File: config.mk
export PLATFORM = sky130hd
export DESIGN_NAME = fifo_prog
export DESIGN_NICKNAME = d
export VERILOG_FILES = /design/src/rtl/fifo_prog.sv
export SDC_FILE = /design/constraint.sdc
export NUM_CORES = 1
export LEC_CHECK = 0
export CAP_MARGIN = 20
export CORE_MARGIN = 4
export CORE_UTILIZATION = 44
export CTS_CLUSTER_DIAMETER = 40
export DETAILED_ROUTE_END_ITERATION = 8
export PLACE_DENSITY = 0.66
export SETUP_SLACK_MARGIN = 0.5
export SLEW_MARGIN = 30
export SYNTH_ARGS = -nofsm -noshare
export SYNTH_HDL_FRONTEND = slang
export SYNTH_SLANG_ARGS = --single-unit
File: constraint.sdc
create_clock -name clk_i -period 3.7 [get_ports clk_i]
set_input_delay 0.74 -clock clk_i [delete_from_list [all_inputs] [get_ports clk_i]]
set_output_delay 0.74 -clock clk_i [all_outputs]
set_load 0.02 [all_outputs]
File: src/rtl/fifo_prog.sv
// Synchronous FIFO with arbitrary depth, registered or show-ahead read port,
// runtime almost-full/almost-empty thresholds, occupancy count and sticky error flags.
module fifo_prog #(
  parameter int WIDTH = 8,
  parameter int DEPTH = 16,
  parameter int FWFT  = 0,
  parameter int AW    = $clog2(DEPTH),
  parameter int CW    = $clog2(DEPTH+1)
) (
  input  logic             clk_i,
  input  logic             rst_i,
  input  logic             flush_i,
  input  logic             push_i,
  input  logic             pop_i,
  input  logic [WIDTH-1:0] data_i,
  output logic [WIDTH-1:0] data_o,
  input  logic [CW-1:0]    af_thresh_i,
  input  logic [CW-1:0]    ae_thresh_i,
  input  logic             clr_err_i,
  output logic [CW-1:0]    count_o,
  output logic             full_o,
  output logic             empty_o,
  output logic             almost_full_o,
  output logic             almost_empty_o,
  output logic             overflow_o,
  output logic             underflow_o
);

  logic [WIDTH-1:0] mem [DEPTH];
  logic [AW-1:0]    wr_ptr, rd_ptr;
  logic [CW-1:0]    count;
  logic             push_acc, pop_acc, push_drop, pop_drop;

  function automatic logic [AW-1:0] ptr_inc(input logic [AW-1:0] p);
    return (p == AW'(DEPTH-1)) ? '0 : p + AW'(1);
  endfunction

  assign count_o        = count;
  assign full_o         = (count == CW'(DEPTH));
  assign empty_o        = (count == '0);
  assign almost_full_o  = (count >= af_thresh_i);
  assign almost_empty_o = (count <= ae_thresh_i);

  // A pop in the same cycle frees the slot, so a full FIFO still takes the push.
  // Flush overrides both requests and must not be counted as a drop.
  assign pop_acc   = pop_i & ~empty_o & ~flush_i;
  assign push_acc  = push_i & (~full_o | pop_acc) & ~flush_i;
  assign push_drop = push_i & ~push_acc & ~flush_i;
  assign pop_drop  = pop_i & ~pop_acc & ~flush_i;

  always_ff @(posedge clk_i or posedge rst_i) begin
    if (rst_i) begin
      wr_ptr <= '0;
      rd_ptr <= '0;
      count  <= '0;
    end else if (flush_i) begin
      wr_ptr <= '0;
      rd_ptr <= '0;
      count  <= '0;
    end else begin
      if (push_acc) wr_ptr <= ptr_inc(wr_ptr);
      if (pop_acc)  rd_ptr <= ptr_inc(rd_ptr);
      count <= count + CW'(push_acc) - CW'(pop_acc);
    end
  end

  always_ff @(posedge clk_i) begin
    if (push_acc) mem[wr_ptr] <= data_i;
  end

  // Set beats clear when both happen in one cycle.
  always_ff @(posedge clk_i or posedge rst_i) begin
    if (rst_i) begin
      overflow_o  <= 1'b0;
      underflow_o <= 1'b0;
    end else begin
      if (push_drop)      overflow_o  <= 1'b1;
      else if (clr_err_i) overflow_o  <= 1'b0;
      if (pop_drop)       underflow_o <= 1'b1;
      else if (clr_err_i) underflow_o <= 1'b0;
    end
  end

  generate
    if (FWFT != 0) begin : g_fwft
      assign data_o = mem[rd_ptr];
    end else begin : g_reg
      always_ff @(posedge clk_i or posedge rst_i) begin
        if (rst_i)        data_o <= '0;
        else if (flush_i) data_o <= '0;
        else if (pop_acc) data_o <= mem[rd_ptr];
      end
    end
  endgenerate

endmodule
Word-level counts from Yosys, hierarchy flattened
Memories as Yosys holds them, arrays and structs flattened.
Index checks and enable logic that the tools add are counted.
{"block": "op_classes", "addsub": 4, "order_cmp": 2, "eq_ne": 3, "muxes": 14, "n_bitwise": 14, "n_reduce_logical": 5}
{"operator": "4-bit two-way mux", "n": 6}
{"operator": "8-bit two-way mux", "n": 2}
{"operator": "4-bit by 1-bit adder with 4-bit output (second input constant)", "n": 2}
{"operator": "1-bit bitwise AND", "n": 8}
{"operator": "4-bit equality test (second input constant)", "n": 2}
{"operator": "2-bit nonzero test", "n": 4}
{"operator": "5-bit by 1-bit adder with 5-bit output", "n": 1}
{"operator": "5-bit equality test (second input constant)", "n": 1}
{"operator": "5-bit >= comparator", "n": 1}
{"operator": "5-bit less-or-equal comparator", "n": 1}
{"operator": "5-bit zero test", "n": 1}
{"operator": "1-bit two-way mux", "n": 5}
{"operator": "5-bit two-way mux", "n": 1}
{"operator": "1-bit inverter", "n": 5}
{"operator": "5-bit by 1-bit subtractor with 5-bit output", "n": 1}
{"operator": "1-bit bitwise OR", "n": 1}
{"block": "word_totals", "ff_bits": 23, "ramBits": 128, "in_bits": 24, "wordCells": 49, "n_memories": 1}
{"memory": "mem", "words": 16, "word_bits": 8, "rd": 1, "rd_ports_with_merged_regs": 0, "wr": 1, "line": "29", "rtl": "logic [WIDTH-1:0] mem [DEPTH];"}

Depth between registers and ports, before layout
Gate-level depths: netlist of the first run.
{"block": "depth", "word_depth": 11, "depth_mapped": 15, "ltp_nobuf": 15}

Worst setup path before layout of the first run
Ideal clock, no wire load.
{"block": "synth_path", "kind": "register -> register", "start": "reg count[3], in the netlist count_o[3]", "end": "reg count[4], in the netlist count_o[4]", "setup_ns": 0.078, "t_arrival_ns": 2.856, "setup_slack_ns": 0.765, "stages_incl_launch_ff": 16, "path_buffers": 0, "path_cell_list": "dfrtp_1 inv_1 ha_1 or4b_1 inv_1 nor2_1 ha_1 inv_1 ha_1 inv_1 fa_1 inv_1 a21oi_1 nor2_1 or3_1 a21oi_1"}
{"block": "synth_via", "elab_chain_cells": 10, "elab_cells_between_ends": 12}
{"item": "start, declared", "line": "31", "rtl": "logic [CW-1:0] count;"}
{"item": "start signal, assigned", "line": "63", "rtl": "count <= count + CW'(push_acc) - CW'(pop_acc);"}
{"item": "5-bit zero test (*)", "line": "40", "rtl": "assign empty_o = (count == '0);"}
{"item": "named net empty_o", "line": "22", "rtl": "output logic empty_o,"}
{"item": "1-bit inverter (*)", "line": "46", "rtl": "assign pop_acc = pop_i & ~empty_o & ~flush_i;"}
{"item": "1-bit bitwise AND (*) (2 in series)", "line": "46"}
{"item": "1-bit bitwise OR", "line": "47", "rtl": "assign push_acc = push_i & (~full_o | pop_acc) & ~flush_i;"}
{"item": "1-bit bitwise AND (2 in series)", "line": "47"}
{"item": "5-bit by 1-bit adder with 5-bit output", "line": "63"}
{"item": "5-bit by 1-bit subtractor with 5-bit output (*)", "line": "63"}
{"item": "5-bit two-way mux (*)", "line": "56", "rtl": "end else if (flush_i) begin"}
The timed path passes the listed nets; every way through them passes the cells marked *.
A chain may end at the register's enable or synchronous reset.

Worst setup path in the final report of the first run
{"block": "layout_path", "start": "in ae_thresh_i[1]", "end": "out almost_empty_o"}
{"block": "layout_via", "elab_chain_cells": 1}
{"item": "start, declared", "line": "18", "rtl": "input logic [CW-1:0] ae_thresh_i,"}
{"item": "5-bit less-or-equal comparator", "line": "42", "rtl": "assign almost_empty_o = (count <= ae_thresh_i);"}
{"item": "end, declared", "line": "24", "rtl": "output logic almost_empty_o,"}
No other way between the ends.

==> impl_metrics.json, run 1 <==
{
  "io_pins": 43,
  "hold_violations": 0,
  "grt-ovfl-total": 0,
  "clock_latency_ns": 0.42,
  "pwr_density_cell_nw_per_um2": 605,
  "multi_input_area_sq_um": 1890,
  "vias": 3356,
  "cts_buffers": 17,
  "p_leak_nw": 2.67,
  "maxCapViolations": 0,
  "post-synth-top-area-cell": "edfxtp_1",
  "core_sq_um": 14600,
  "synth.net_count": 423,
  "grt_pass1_vias": 3347,
  "synth.area.top_cells": "edfxtp_1 59%, dfrtp_1 8.8%, mux4_2 7.2%, mux4_1 5.6%, ha_1 4.0%",
  "setup-tns-final_ns": 0,
  "rsz0062_at_grt": "true",
  "hpwl_mm": 7.91,
  "relSlewSlack": 0.483,
  "setup_ws_ns": 0.569,
  "mostFrequentLayoutCells": "128 x edfxtp_1, 40 x clkdlybuf4s50_1, 24 x nand2_1",
  "grt_use_total": 0.154,
  "report.final.slew_viol_count": 0,
  "cts_tree": "done",
  "ir_worst_vdd_v": 0.000337,
  "firstDrtPassIters": 5,
  "numClockSinks": 151,
  "rows": 44,
  "hold-path-endpoint": "data_o[6]",
  "area_delta_synth_final_pct": 17.1,
  "cts-hold-fix-buffers": 0,
  "grt_pass1_wl_mm": 18.8,
  "clockRootBuffer": "clkbuf_16",
  "drt_iter0_drc": 240,
  "preCtsSetupSlack_ns": 0.0811,
  "ys_seq_area_frac": 0.673,
  "final_nets": 472,
  "critPathMaxStageDelay_ns": 0.45,
  "regToRegEndpoint": "count_o[4]",
  "cp_slowest_cell": "clkdlybuf4s50_1",
  "grt_max_degree": 38,
  "worst_setup_path_start_kind": "input pin",
  "routed_wl_mm": 12.1,
  "clockBufferDepth": 2,
  "wl_per_cell_um": 19.3,
  "placed_cell_area_sq_um": 7070,
  "r2r-start": "count_o[2]",
  "holdPathStages": 2,
  "via_per_inst": 5.39,
  "path_common_cell": "o21a_1",
  "worst_clock_skew_ns": 0.0101,
  "run_status": "complete, no violations",
  "whs_ns": 0.529,
  "required_ns": 2.96,
  "die-height_um": 130,
  "start_util": 0.450,
  "critPathCaptureType": "primary output",
  "die_w_um": 130,
  "finalInstanceArea_sq_um": 7680,
  "drc": 0,
  "fmax_ghz": 0.319,
  "final_common_cell": "edfxtp_1",
  "timing.final.crit_share": 0.846,
  "final_util": 0.527,
  "regArea_sq_um": 4420,
  "setup_violations": 0,
  "synth.avg_cell_area_sq_um": 17.4,
  "tightest_slew_ns": 0.775,
  "gp_congestion": 0.747,
  "fin_crit_ns": 3.13,
  "reg2reg_depth": 15,
  "worstHoldStart": "data_o[6]",
  "yosysUniqueCellTypes": 41,
  "rrSetupSlack_ns": 0.73,
  "synth_top_area_frac": 0.586,
  "ys_seq_elements": 151,
  "cp_max_fo": 2,
  "numPortBuffers": 42,
  "hp-class": "flop to flop",
  "clkTransAtPathRegs_ns": 0.06,
  "die-area_sq_um": 16900,
  "syn_area_sq_um": 6560,
  "synthCells": 377,
  "ant_nets": 0,
  "fillers": 1115,
  "insertedDiodeCount": 0,
  "worstPathArrival_ns": 2.39,
  "h-tree-depth": 4,
  "crit_type": "input pin to primary output",
  "drive_gt1_frac": 0.139,
  "yosysWarnings": 0,
  "antenna_found_initial": 0,
  "cp_cell_sequence": "clkdlybuf4s50_1 -> inv_1 -> ha_1 -> nor2b_1 -> o21a_1 -> o21a_1 -> o21a_1 -> o22ai_2 -> buf_4"
}
cell usage after synthesis (all sizes together):
master,n
clkbuf,5
xor2,4
nand2b,3
a21o,1
nor3,4
a211oi,1
mux2i,7
and2,17
or3b,1
and4bb,1
edfxtp,128
fa,1
mux2,1
nand4,1
nor2b,3
buf,11
or4b,1
mux4,35
nand2,24
o22ai,2
o21ai,4
a311o,1
or3,2
a311oi,3
dfrtp,23
a21oi,17
xnor2,1
o32ai,3
ha,21
o21a,5
dlygate4sd1,1
inv,23
nor3b,2
nor2,16
nand3b,1
nand3,3
sequential cells by signal, summed over array words and instances, names as in the netlist:
signal	count
count_o	5
wr_ptr	4
rd_ptr	4
overflow_o	1
underflow_o	1
data_o	8
mem	128
layer usage:
metal  part of all wire  global-route usage
met1               0.44               0.206
met2               0.49               0.239
met3              0.057              0.0426
met4              0.017              0.0648
met5                  0                   0
critical path, delay by kind of cell:
family / cells / cell delay, ns
buf+inv: 3 / 0.65
simple gates: 1 / 0.13
compound gates: 4 / 0.59
fa+ha+maj: 1 / 0.29
timing repair:
action                                  CTS  global route
gates resized for setup                   3             4
endpoints found under the setup margin    2             2
pin swaps                                 0             1
gates cloned                              0             0
setup buffers                             0             1
how the worst max path moves through the flow:
stage                     slack (ns)        endpoint           start
after floorplan                 0.77      count_o[4]      count_o[3]
after global placement          0.09  almost_empty_o  ae_thresh_i[1]
after detailed placement        0.08  almost_empty_o  ae_thresh_i[1]
after CTS                       0.38  almost_empty_o  ae_thresh_i[1]
after global routing            0.46  almost_empty_o  ae_thresh_i[1]
final                           0.57  almost_empty_o  ae_thresh_i[1]
cell families after synthesis:
| family | after synthesis | synth area share |
|---|---|---|
| adder cells (fa/ha/maj) | 22 | 0.0431 |
| AND/OR/NAND/NOR | 79 | 0.0612 |
| buffers and inverters | 40 | 0.0397 |
| XOR/XNOR | 5 | 0.00667 |
| multiplexers | 43 | 0.141 |
| flip-flops | 151 | 0.673 |
| AO/OA/AOI/OAI | 37 | 0.0355 |
power by group:
part | total, W | internal (W) | switching, W
clock network | 0.00174 | 0.00107 | 0.000676
logic | 0.000903 | 0.000437 | 0.000465
registers | 0.00200 | 0.00192 | 0.0000806
total | 0.00465 | 0.00343 | 0.00122
cell type report:
type | count | area share
Tap cell | 184 | 0.0300
Inverter | 23 | 0.0112
Multi-Input combinational cell | 186 | 0.246
Clock inverter | 14 | 0.0228
Timing Repair Buffer | 47 | 0.0591
Clock buffer | 18 | 0.0559
Sequential cell | 151 | 0.575
through the flow:
| stage | total power (W) | instances |
|---|---|---|
| floorplan | 0.00266 | 377 |
| global placement | 0.00292 | 590 |
| detailed placement | 0.00294 | 590 |
| CTS | 0.00469 | 622 |
| global route | 0.00487 | 623 |
| finish | 0.00465 | 623 |
No activity file was read; power rests on OpenSTA's default activity.
==> run 2, diff against run 1 <==
clock period = 3 ns   (was 3.7 ns; I/O delays follow)
==> run 2 against run 1 <==
Compared with the run above: cell count grew 4.8%; sequential power rose by 22%; worst hold slack lost 0.0023 ns; via count rose by 2.7%; critical path depth rose by 6; highest routed layer unchanged.
==> impl_metrics.json, run 2 (synthesis results as in run 1) <==
{
  "fmax_ghz": 0.360,
  "cts-hold-fix-buffers": 0,
  "grt_use_total": 0.162,
  "seqPwrFrac": 0.418,
  "pwr_density_cell_nw_per_um2": 735,
  "worst_clock_skew_ns": 0.0136,
  "fin_crit_ns": 2.77,
  "mostFrequentLayoutCells": "128 x edfxtp_1, 38 x buf_4, 35 x clkdlybuf4s50_1",
  "ant_nets": 0,
  "rows": 44,
  "cp_max_fo": 2,
  "timing.final.crit_share": 0.925,
  "die-height_um": 130,
  "gp_congestion": 0.748,
  "crit_type": "flop to flop",
  "cp_cell_sequence": "inv_2 -> ha_4 -> or4b_4 -> inv_4 -> nor2_2 -> ha_1 -> inv_1 -> ha_2 -> inv_2 -> fa_2 -> inv_1 -> a21oi_2 -> nor2_2 -> or3_4 -> a21oi_2",
  "p_leak_nw": 2.82,
  "cts_tree": "done",
  "p_clk_frac": 0.338,
  "drive_gt1_frac": 0.254,
  "cp_top_family": "simple AND/OR/NAND/NOR gates",
  "dr.max_layer_used": "met4",
  "h-tree-depth": 4,
  "final_common_cell": "edfxtp_1",
  "grt-ovfl-total": 0,
  "routed_wl_mm": 12.6,
  "holdPathStages": 2,
  "comb_power_share": 0.244,
  "drc": 0,
  "cp_slowest_cell": "or4b_4",
  "area_delta_synth_final_pct": 21.3,
  "clockBufferDepth": 2,
  "insertedDiodeCount": 0,
  "die-area_sq_um": 16900,
  "final_util": 0.546,
  "regMostFlops": "mem",
  "grt_pass1_vias": 3647,
  "wl_met3_um": 520,
  "core_sq_um": 14600,
  "p_sw_frac": 0.276,
  "wl_per_cell_um": 19.4,
  "internal_power_w": 0.00424,
  "grt_pass1_wl_mm": 20.2,
  "run_status": "complete, no violations",
  "firstDrtPassIters": 5,
  "crit_start": "count_o[3]",
  "drt_iter0_drc": 323,
  "worstPathArrival_ns": 3.12,
  "via_per_inst": 5.28,
  "tightest_slew_ns": 0.773,
  "maxCapViolations": 0,
  "clockRootBuffer": "clkbuf_16",
  "r2r-start": "count_o[3]",
  "ir_worst_vdd_v": 0.000491,
  "hpwl_mm": 8.19,
  "required_ns": 3.34,
  "p_sw_w": 0.00161,
  "report.final.slew_viol_count": 0,
  "start_util": 0.450,
  "relSlewSlack": 0.484,
  "die_w_um": 130,
  "numPortBuffers": 42,
  "vias": 3445,
  "largest_reg_flops": 128,
  "path_buf_inv": 5,
  "io_pins": 43,
  "antenna_found_initial": 0,
  "clock_latency_ns": 0.42,
  "path_depth": 15,
  "rsz0062_at_grt": "true",
  "regToRegEndpoint": "count_o[4]",
  "numClockSinks": 151,
  "crit_end": "count_o[4]",
  "cts_buffers": 17,
  "worst_setup_path_start_kind": "flop",
  "reg2reg_depth": 15,
  "clkTransAtPathRegs_ns": 0.06,
  "critPathCaptureType": "flop",
  "critPathMaxStageDelay_ns": 0.49,
  "fillers": 1102,
  "setup_violations": 0,
  "whs_ns": 0.527,
  "hold_violations": 0,
  "grt_max_degree": 38,
  "wl_met2_mm": 6.40,
  "final_nets": 503,
  "hp-class": "flop to flop",
  "rrSetupSlack_ns": 0.23,
  "m1WireLength_mm": 5.62
}
## run 2: what timing repair did
item / in CTS / in global routing
pin swaps: 11 / 10
endpoints found under the setup margin: 8 / 31
gates cloned: 0 / 0
buffers inserted: 9 / 6
resized for setup: 20 / 16
## run 2: metrics by stage
stage	TNS, ns	cells	instance area [sq um]	total power (W)	setup WS [ns]
6_report	0	653	7960	0.00585	0.226
5_1_grt	0	653	7960	0.00614	0.124
4_1_cts	0	647	7850	0.00577	0.285
3_5_place_dp	-0.404	607	7210	0.00369	-0.357
3_3_place_gp	-0.310	607	7210	0.00365	-0.310
2_1_floorplan	0	377	6580	0.00331	0.259
## run 2: layout make-up
class,instances,area (sq um),area share
Sequential cell,151,4420,0.556
Multi-Input combinational cell,186,1980,0.249
Timing Repair Buffer,78,683,0.0858
Clock buffer,18,429,0.0539
Tap cell,184,230,0.0289
Clock inverter,13,124,0.0156
Inverter,23,88.8,0.0112
## run 2: worst min path at each step
stage,start,end,slack [ns]
floorplan,wr_ptr[1],wr_ptr[1],0.56
global placement,data_o[2],data_o[2],0.51
detailed placement,data_o[3],data_o[3],0.52
CTS,data_o[3],data_o[3],0.53
global route,data_o[6],data_o[6],0.55
finish,data_o[5],data_o[5],0.53
## run 2: power groups by stage
stage          Combinational [W]  Clock, W  Sequential (W)
2_1_floorplan           0.000756         0         0.00255
3_3_place_gp             0.00115         0         0.00250
3_5_place_dp             0.00118         0         0.00251
4_1_cts                  0.00129   0.00203         0.00245
5_1_grt                  0.00155   0.00213         0.00246
6_report                 0.00143   0.00198         0.00245
## run 2: worst min-delay path, cell delays in order, from the launching register on
cell,delay (ns)
dfrtp_1,0.38
nand2_1,0.06
a21oi_1,0.05
## run 2: routing by layer
| layer | vias up | track usage |
|---|---|---|
| met1 | 1746 | 0.224 |
| met5 | - | 0 |
| met4 | 0 | 0.0568 |
| met2 | 70 | 0.258 |
| li1 | 1623 | - |
| met3 | 6 | 0.0340 |
